$ cat src/rtl/gate_pkg.sv
// rtl/gate_pkg.sv - shared encodings and constants for the gate self-test engine
// Contents: gate_sel function codes, FSM state type, vector count.
package gate_pkg;

   localparam logic [2:0] GATE_AND  = 3'd0;
   localparam logic [2:0] GATE_OR   = 3'd1;
   localparam logic [2:0] GATE_NAND = 3'd2;
   localparam logic [2:0] GATE_NOR  = 3'd3;
   localparam logic [2:0] GATE_XOR  = 3'd4;
   localparam logic [2:0] GATE_XNOR = 3'd5;
   localparam logic [2:0] GATE_NOT  = 3'd6;
   localparam logic [2:0] GATE_BUF  = 3'd7;

   // One vector per {A,B} combination of a two-input gate
   localparam int VEC_CNT = 4;

   typedef enum logic [1:0] {
      ST_IDLE,
      ST_DRIVE,
      ST_DONE
   } state_t;

endpackage

$ cat src/rtl/gate_model.sv
// rtl/gate_model.sv - combinational golden model of the two-input gate library
// Ports: sel (gate function code), A, B (gate inputs), Y (expected gate output).
module gate_model
   import gate_pkg::*;
(
   input  logic [2:0] sel,
   input  logic       A,
   input  logic       B,
   output logic       Y
);

   always_comb begin
      Y = 1'b0;
      case (sel)
         GATE_AND:  Y = A & B;
         GATE_OR:   Y = A | B;
         GATE_NAND: Y = ~(A & B);
         GATE_NOR:  Y = ~(A | B);
         GATE_XOR:  Y = A ^ B;
         GATE_XNOR: Y = ~(A ^ B);
         GATE_NOT:  Y = ~A;
         GATE_BUF:  Y = A;
         default:   Y = 1'b0;
      endcase
   end

endmodule

$ cat src/rtl/gate_bist.sv
// rtl/gate_bist.sv - built-in self-test engine for a two-input logic gate
// Ports: clk, rst (async active-high); start, gate_sel (run request, function);
// y_in (gate output); a_out, b_out (gate drive); busy, done, pass, err_cnt, fail_vec (status).
module gate_bist
   import gate_pkg::*;
#(
   parameter int SETTLE = 1
) (
   input  logic       clk,
   input  logic       rst,
   input  logic       start,
   input  logic [2:0] gate_sel,
   input  logic       y_in,
   output logic       a_out,
   output logic       b_out,
   output logic       busy,
   output logic       done,
   output logic       pass,
   output logic [2:0] err_cnt,
   output logic [3:0] fail_vec
);

   localparam logic [3:0] SETTLE_C = 4'(SETTLE);
   localparam logic [1:0] LAST_IDX = 2'(VEC_CNT - 1);

   state_t     state;
   logic [2:0] sel_q;
   logic [1:0] idx;
   logic [3:0] hold;
   logic       y_exp;
   logic       mismatch;
   logic [2:0] err_next;

   // The golden model sees the registered drive, so it always matches the vector held on the gate
   gate_model u_model (
      .sel (sel_q),
      .A   (a_out),
      .B   (b_out),
      .Y   (y_exp)
   );

   assign mismatch = (y_in != y_exp);
   assign err_next = err_cnt + {2'b00, mismatch};

   always_ff @(posedge clk or posedge rst) begin
      if (rst) begin
         state    <= ST_IDLE;
         sel_q    <= 3'd0;
         idx      <= 2'd0;
         hold     <= 4'd0;
         a_out    <= 1'b0;
         b_out    <= 1'b0;
         busy     <= 1'b0;
         done     <= 1'b0;
         pass     <= 1'b0;
         err_cnt  <= 3'd0;
         fail_vec <= 4'd0;
      end else begin
         case (state)
            ST_IDLE: begin
               done <= 1'b0;
               if (start) begin
                  sel_q    <= gate_sel;
                  err_cnt  <= 3'd0;
                  fail_vec <= 4'd0;
                  pass     <= 1'b0;
                  idx      <= 2'd0;
                  hold     <= 4'd0;
                  a_out    <= 1'b0;
                  b_out    <= 1'b0;
                  busy     <= 1'b1;
                  state    <= ST_DRIVE;
               end
            end

            ST_DRIVE: begin
               if (hold == SETTLE_C) begin
                  // Sample edge for the current vector
                  err_cnt <= err_next;
                  if (mismatch) begin
                     fail_vec[idx] <= 1'b1;
                  end
                  if (idx == LAST_IDX) begin
                     a_out <= 1'b0;
                     b_out <= 1'b0;
                     busy  <= 1'b0;
                     done  <= 1'b1;
                     pass  <= (err_next == 3'd0);
                     state <= ST_DONE;
                  end else begin
                     idx            <= idx + 2'd1;
                     hold           <= 4'd0;
                     {a_out, b_out} <= idx + 2'd1;
                  end
               end else begin
                  hold <= hold + 4'd1;
               end
            end

            ST_DONE: begin
               // start is deliberately ignored here; it is honoured from the next (IDLE) cycle
               done  <= 1'b0;
               state <= ST_IDLE;
            end

            default: begin
               state <= ST_IDLE;
            end
         endcase
      end
   end

endmodule

$ cat config.mk
export PLATFORM = sky130hd
export DESIGN_NAME = gate_bist
export DESIGN_NICKNAME = d
export VERILOG_FILES = /design/src/rtl/gate_pkg.sv /design/src/rtl/gate_model.sv /design/src/rtl/gate_bist.sv
export SDC_FILE = /design/constraint.sdc
export NUM_CORES = 1
export LEC_CHECK = 0
export ABC_AREA = 1
export CAP_MARGIN = 20
export CORE_MARGIN = 5
export CORE_UTILIZATION = 30
export DETAILED_ROUTE_END_ITERATION = 10
export MAX_ROUTING_LAYER = met4
export SETUP_SLACK_MARGIN = 0.15
export SLEW_MARGIN = 20
export SYNTH_ARGS = -nofsm -noshare
export SYNTH_HDL_FRONTEND = slang
export SYNTH_SLANG_ARGS = --single-unit
$ cat constraint.sdc
create_clock -name clk -period 5.23 [get_ports clk]
set_clock_uncertainty 0.05 [all_clocks]
set_input_delay 0.523 -clock clk [delete_from_list [all_inputs] [get_ports clk]]
set_output_delay 0.523 -clock clk [all_outputs]
set_load 0.03 [all_outputs]
---- Word level (Yosys, flattened, before mapping) ----
Cells that the tools add are included.
word-level totals
  latch bits .............................. 0
  bits of input ports ..................... 7
  bits in read-only memories .............. 0
  RAM bits ................................ 0
  flip-flop bits (word level) ............. 23
  memories ................................ 0
  word-level logic and storage cells ...... 95
operators by class
  eq/ne operators ......................... 18
  multiply operators ...................... 0
  $lt $le $gt $ge ......................... 2
  div/mod/pow operators ................... 0
  bitwise gates (word level) .............. 8
  add/sub/neg operators ................... 3
  mux-type cells .......................... 38
  reduce and logical (&&, ||, !) cells .... 15
  shift operators ......................... 0
operators with widths
  cell                 count
  $mux 4               5
  $pmux 4 s2           2
  $mux 1               13
  $eq 3x3->1 const B   4
  $mux 2               6
  $reduce_and 3->1     4
  $reduce_and 4->1     3
  $ne 2x2->1 const B   5
  $pmux 1 s2           5
  $pmux 1 s8           1
  $pmux 2 s2           2
  $eq 3x2->1 const B   2
  $logic_not 3->1      2
  $mux 3               2
  $pmux 3 s2           1
  $add 4x1->4 const B  1
  $eq 2x2->1 const B   2
  $eq 4x1->1 const B   1
  $not 1->1            4
  $or 4x4->4           1
  $reduce_bool 2->1    2
  $add 3x1->3          1
  $eq 3x1->1 const B   1
  $lt 2x3->1 const B   1
  other kinds (13)     13

---- Logic depth before layout (Yosys ltp) ----
  word-level depth ........................ 9
  gate-level depth with buffers ........... 17
  mapped depth without buffers ............ 17

---- By module ----
A second synthesis with hierarchy kept.
unflattened totals
  cell total of the unflattened synthesis .. 162
  area total of the unflattened synthesis .. 1368.8 sq um
modules (own cells, without submodules)
  module      cells each  sequential area each (sq um)  area each (sq um)  instances
  gate_bist   137         575.6                         1251.2             1
  gate_model  25          0.0                           117.6              1

---- Worst setup path after synthesis ----
Ideal clock, no wire load.
  kind .................................... register to register
  start ................................... register a_out
  end ..................................... register pass
  data arrival time ....................... 2.144 ns
  path slack .............................. 2.954 ns
  stages on the path, launching flop included .. 17
  setup time .............................. 0.083 ns
  period minus slack after synthesis ...... 2.276 ns
  cell sequence ........................... dfrtp_1 inv_1 ha_1 inv_1 nand2_1 nand3_1 nand3_1 nand2_1 nand2_1 nand2_1 inv_1 ha_1 ha_1 xor2_1 nor3_1 nand3_1 o21ai_0
on the way
  cells in the longest elaborated chain, start to end .. 9
  elaborated cells on any way between the ends .. 14
RTL lines
  item                                 line                                                  RTL
  from (decl)                          gate_bist.sv:14                                       output logic a_out,
  from (signal assigned)               gate_bist.sv:93                                       {a_out, b_out} <= idx + 2'd1;
  $xor 1x1->1 (tied with other cells)  gate_model.sv:19, gate_model.sv:20
  $not 1->1, on equally long branches  gate_model.sv:20, gate_model.sv:17, gate_model.sv:18
  $pmux 1 s8 *                         gate_model.sv:14                                      case (sel)
  $ne 1x1->1 *                         gate_bist.sv:42                                       assign mismatch = (y_in != y_exp);
  $add 3x1->3 *                        gate_bist.sv:43                                       assign err_next = err_cnt + {2'b00, mismatch};
  $logic_not 3->1 *                    gate_bist.sv:88                                       pass <= (err_next == 3'd0);
  $mux 1 *                             gate_bist.sv:83                                       if (idx == LAST_IDX) begin
  $mux 1 *                             gate_bist.sv:77                                       if (hold == SETTLE_C) begin
  $pmux 1 s2 *                         gate_bist.sv:59                                       case (state)
  to (signal assigned)                 gate_bist.sv:88
  to (decl)                            gate_bist.sv:18                                       output logic pass,
Every way passes the cells marked *; elsewhere a longest branch is shown, timed or not. The select of a mux whose other input is x is not followed.
A chain may end at the register's enable or synchronous reset.

---- Worst setup path in the final report ----
Same ends and word-level chain as after synthesis.

==> run metrics <==
# IOs=19; DP Area=between 1000 and 1500 um2; NumNets Final=a little under 200; RR Endpoint=pass$_DFFE_PP0P_; Yosys warning count=0; final hold vios=0; RD Place Congestion=0.839; critical path data arrival time=between 2 and 2.5 ns; FMAX=0.444 GHz; switching share of power=0.458; Area growth, synth to finish=21.8%; Root Driver=clkbuf_8; Worst Setup End Kind=register; Global Route Usage Sum=0.104; WS Path Type=reg2reg; internal power=0.510 mW; DIE WIDTH=74.7 um; htree depth=1; fillers=441; PwrDens=614 nW/um2; count of cell types in the netlist=18; total clock sinks=23; layout cells sized above 1=0.0629; Hold Crit Class=reg2reg; Clk pwr share=0.121; Tmin final=2.25 ns; Comb pwr share=0.542; most frequent cell after synthesis=nand2_1; RSZ-0062 raised after global routing=no; switching power total=between 0.4 and 0.5 mW; Worst R2R Start=a_out$_DFFE_PP0P_; Post-Syn Area per Cell=a little over 8 um2; sequential share of power=0.338; Yosys top cell area share=0.459; Yosys top cell by area=dfrtp_1; startpoint types=register; largest net degree at the start of global routing=24; Total Power=0.939 mW; Synth Flop Type=dfrtp_1; clk buf depth=2; Diodes inserted=0; Hold Buf Count CTS=0; clock slew seen by the registers of the worst setup and hold paths=0.09 ns; Setup Viol. Count Final=0; Commonest cells post-synth=nand2_1 (36), inv_1 (26), dfrtp_1 (23); Post-Syn Nets=171; Post-synth EDFFs=0; Iter 0 DRT Violations=38; Async SR Flop Fraction=1.00; Slew headroom=0.413; global-route wire length before repair=4.33 mm; Worst Tran Pin Value=0.880 ns; die height=74.7 um; Initial Utilization=0.311; Setup crit end=pass$_DFFE_PP0P_; CP peak stage delay=0.40 ns; routed length per instance=10.9 um; multi-input combinational cell area=564 um2; Worst Path Required=5.35 ns; register area=576 um2; Die ar.=5580 um2; cell breakdown of the critical path=inv_1 -> ha_1 -> inv_1 -> nand2_1 -> nand3_1 -> nand3_1 -> nand2_1 -> nand2_1 -> nand2_1 -> inv_1 -> ha_1 -> ha_1 -> xor2_1 -> nor3_1 -> nand3_1 -> o21ai_0; Final ANT Viol Nets=0; final critical-path share of the clock period=0.431; drt first pass iters=4; Worst R2R Setup Slack=2.98 ns; floorplan row count=23; Worst path slowest cell=dfrtp_1; core area=4030 um2; status=completed; max cap viols=0; vias in the first global route=992; Via density=4.47; # DRC=0; Num CTS Buffers=3; I/O Buffers=18; Remaining Overflow, GRT=0; Non-Filler Instances=225; drt total wl=2.45 mm; R2R cell count=16; cell area after layout=roughly 1500 um2; most used cell, CP=nand2_1; Slew Viols, Final=0; Syn Std Cell Area=1250 um2; worst-skew pair later-pin latency=0.27 ns; Synth Instances=~150; Crit. Startpoint=a_out$_DFFE_PP0P_; CTS tree=yes; # resized after CTS=0; initial antenna violation count=0; Leakage=0.794 nW; CP max FO=4; placed wire-length estimate=1.92 mm; sum of negative setup slack=0 ns; most area-consuming cells after synthesis=dfrtp_1 (46%), nand2_1 (11%), ha_1 (10%); Peak VDD IR=251 uV; register bit total from synthesis=23; placed cell count=between 200 and 250; sequential element share of the synthesized area=0.459; Vias=between 1k and 1.5k; # Post-CTS Setup Buffers=0
stage by stage:
stage	utilization	hold WS (ns)	worst slack, ns
6_report	0.380	0.464	2.98
5_1_grt	0.380	0.500	2.71
4_1_cts	0.380	0.469	2.95
3_5_place_dp	0.368	0.440	2.87
3_3_place_gp	0.368	0.438	2.86
2_1_floorplan	-	0.457	2.95
layout by cell type, fill, tap and decap left out, drive strengths merged:
cell,count
a21oi,6
clkbuf,4
clkdlybuf4s50,18
dfrtp,23
ha,10
inv,27
nand2,38
nand3,18
nor2,17
nor3,1
o21ai,9
o22ai,2
xor2,2
worst max-delay path: cells and delay by family, from the launching register on:
| family | cells | cell delay, ns |
|---|---|---|
| adder cells (fa/ha/maj) | 3 | 0.65 |
| XOR/XNOR | 1 | 0.15 |
| AND/OR/NAND/NOR | 8 | 0.64 |
| AO/OA/AOI/OAI | 1 | 0.11 |
| buffers and inverters | 3 | 0.17 |
| flip-flops | 1 | 0.40 |
layout make-up:
cell class | count | area share
sequential | 23 | 0.376
multi-input combinational | 103 | 0.369
timing repair buffer | 18 | 0.118
inverter | 27 | 0.0663
tap | 50 | 0.0409
clock buffer | 4 | 0.0295
worst min path at each step:
stage / startpoint / end / slack, ns / cells after the start
2_1_floorplan: sel_q[2]$_DFFE_PP0P_ / sel_q[2]$_DFFE_PP0P_ / 0.46 / 2
3_3_place_gp: fail_vec[1]$_DFFE_PP0P_ / fail_vec[1]$_DFFE_PP0P_ / 0.44 / 2
3_5_place_dp: done$_DFFE_PP0P_ / done$_DFFE_PP0P_ / 0.44 / 2
4_1_cts: fail_vec[1]$_DFFE_PP0P_ / fail_vec[1]$_DFFE_PP0P_ / 0.47 / 2
5_1_grt: fail_vec[2]$_DFFE_PP0P_ / fail_vec[2]$_DFFE_PP0P_ / 0.50 / 2
6_report: fail_vec[1]$_DFFE_PP0P_ / fail_vec[1]$_DFFE_PP0P_ / 0.46 / 2
power by group through the flow:
stage / registers [mW] / clock network, mW / logic, mW
floorplan: 0.386 / 0 / 0.301
global placement: 0.322 / 0 / 0.512
detailed placement: 0.321 / 0 / 0.516
CTS: 0.318 / 0.116 / 0.518
global route: 0.331 / 0.124 / 0.577
finish: 0.317 / 0.113 / 0.509
flip-flops by register name (all words and copies together), names as in the netlist:
signal    cells
b_out         1
hold          4
idx           2
err_cnt       3
a_out         1
sel_q         3
fail_vec      4
busy          1
done          1
pass          1
state         2
kinds of logic (layout without fill, tap and decap cells):
group,after synthesis,in the layout,synth area share
AND/OR/NAND/NOR,74,74,0.254
XOR/XNOR,2,2,0.0140
AO/OA/AOI/OAI,17,17,0.0818
buffers and inverters,28,49,0.0917
adder cells (fa/ha/maj),10,10,0.0997
flip-flops,23,23,0.459
layer usage:
metal  part of all wire  track usage  wire length (um)  vias to the layer above
met3              0.047       0.0214               114                        5
met1               0.52        0.142              1270                      457
met2               0.43        0.156              1040                       16
li1                   -            -                 -                      528
met4              0.010       0.0296                25                        0
met5                  0            -                 0                        -
No activity file was read; power rests on OpenSTA's default activity.
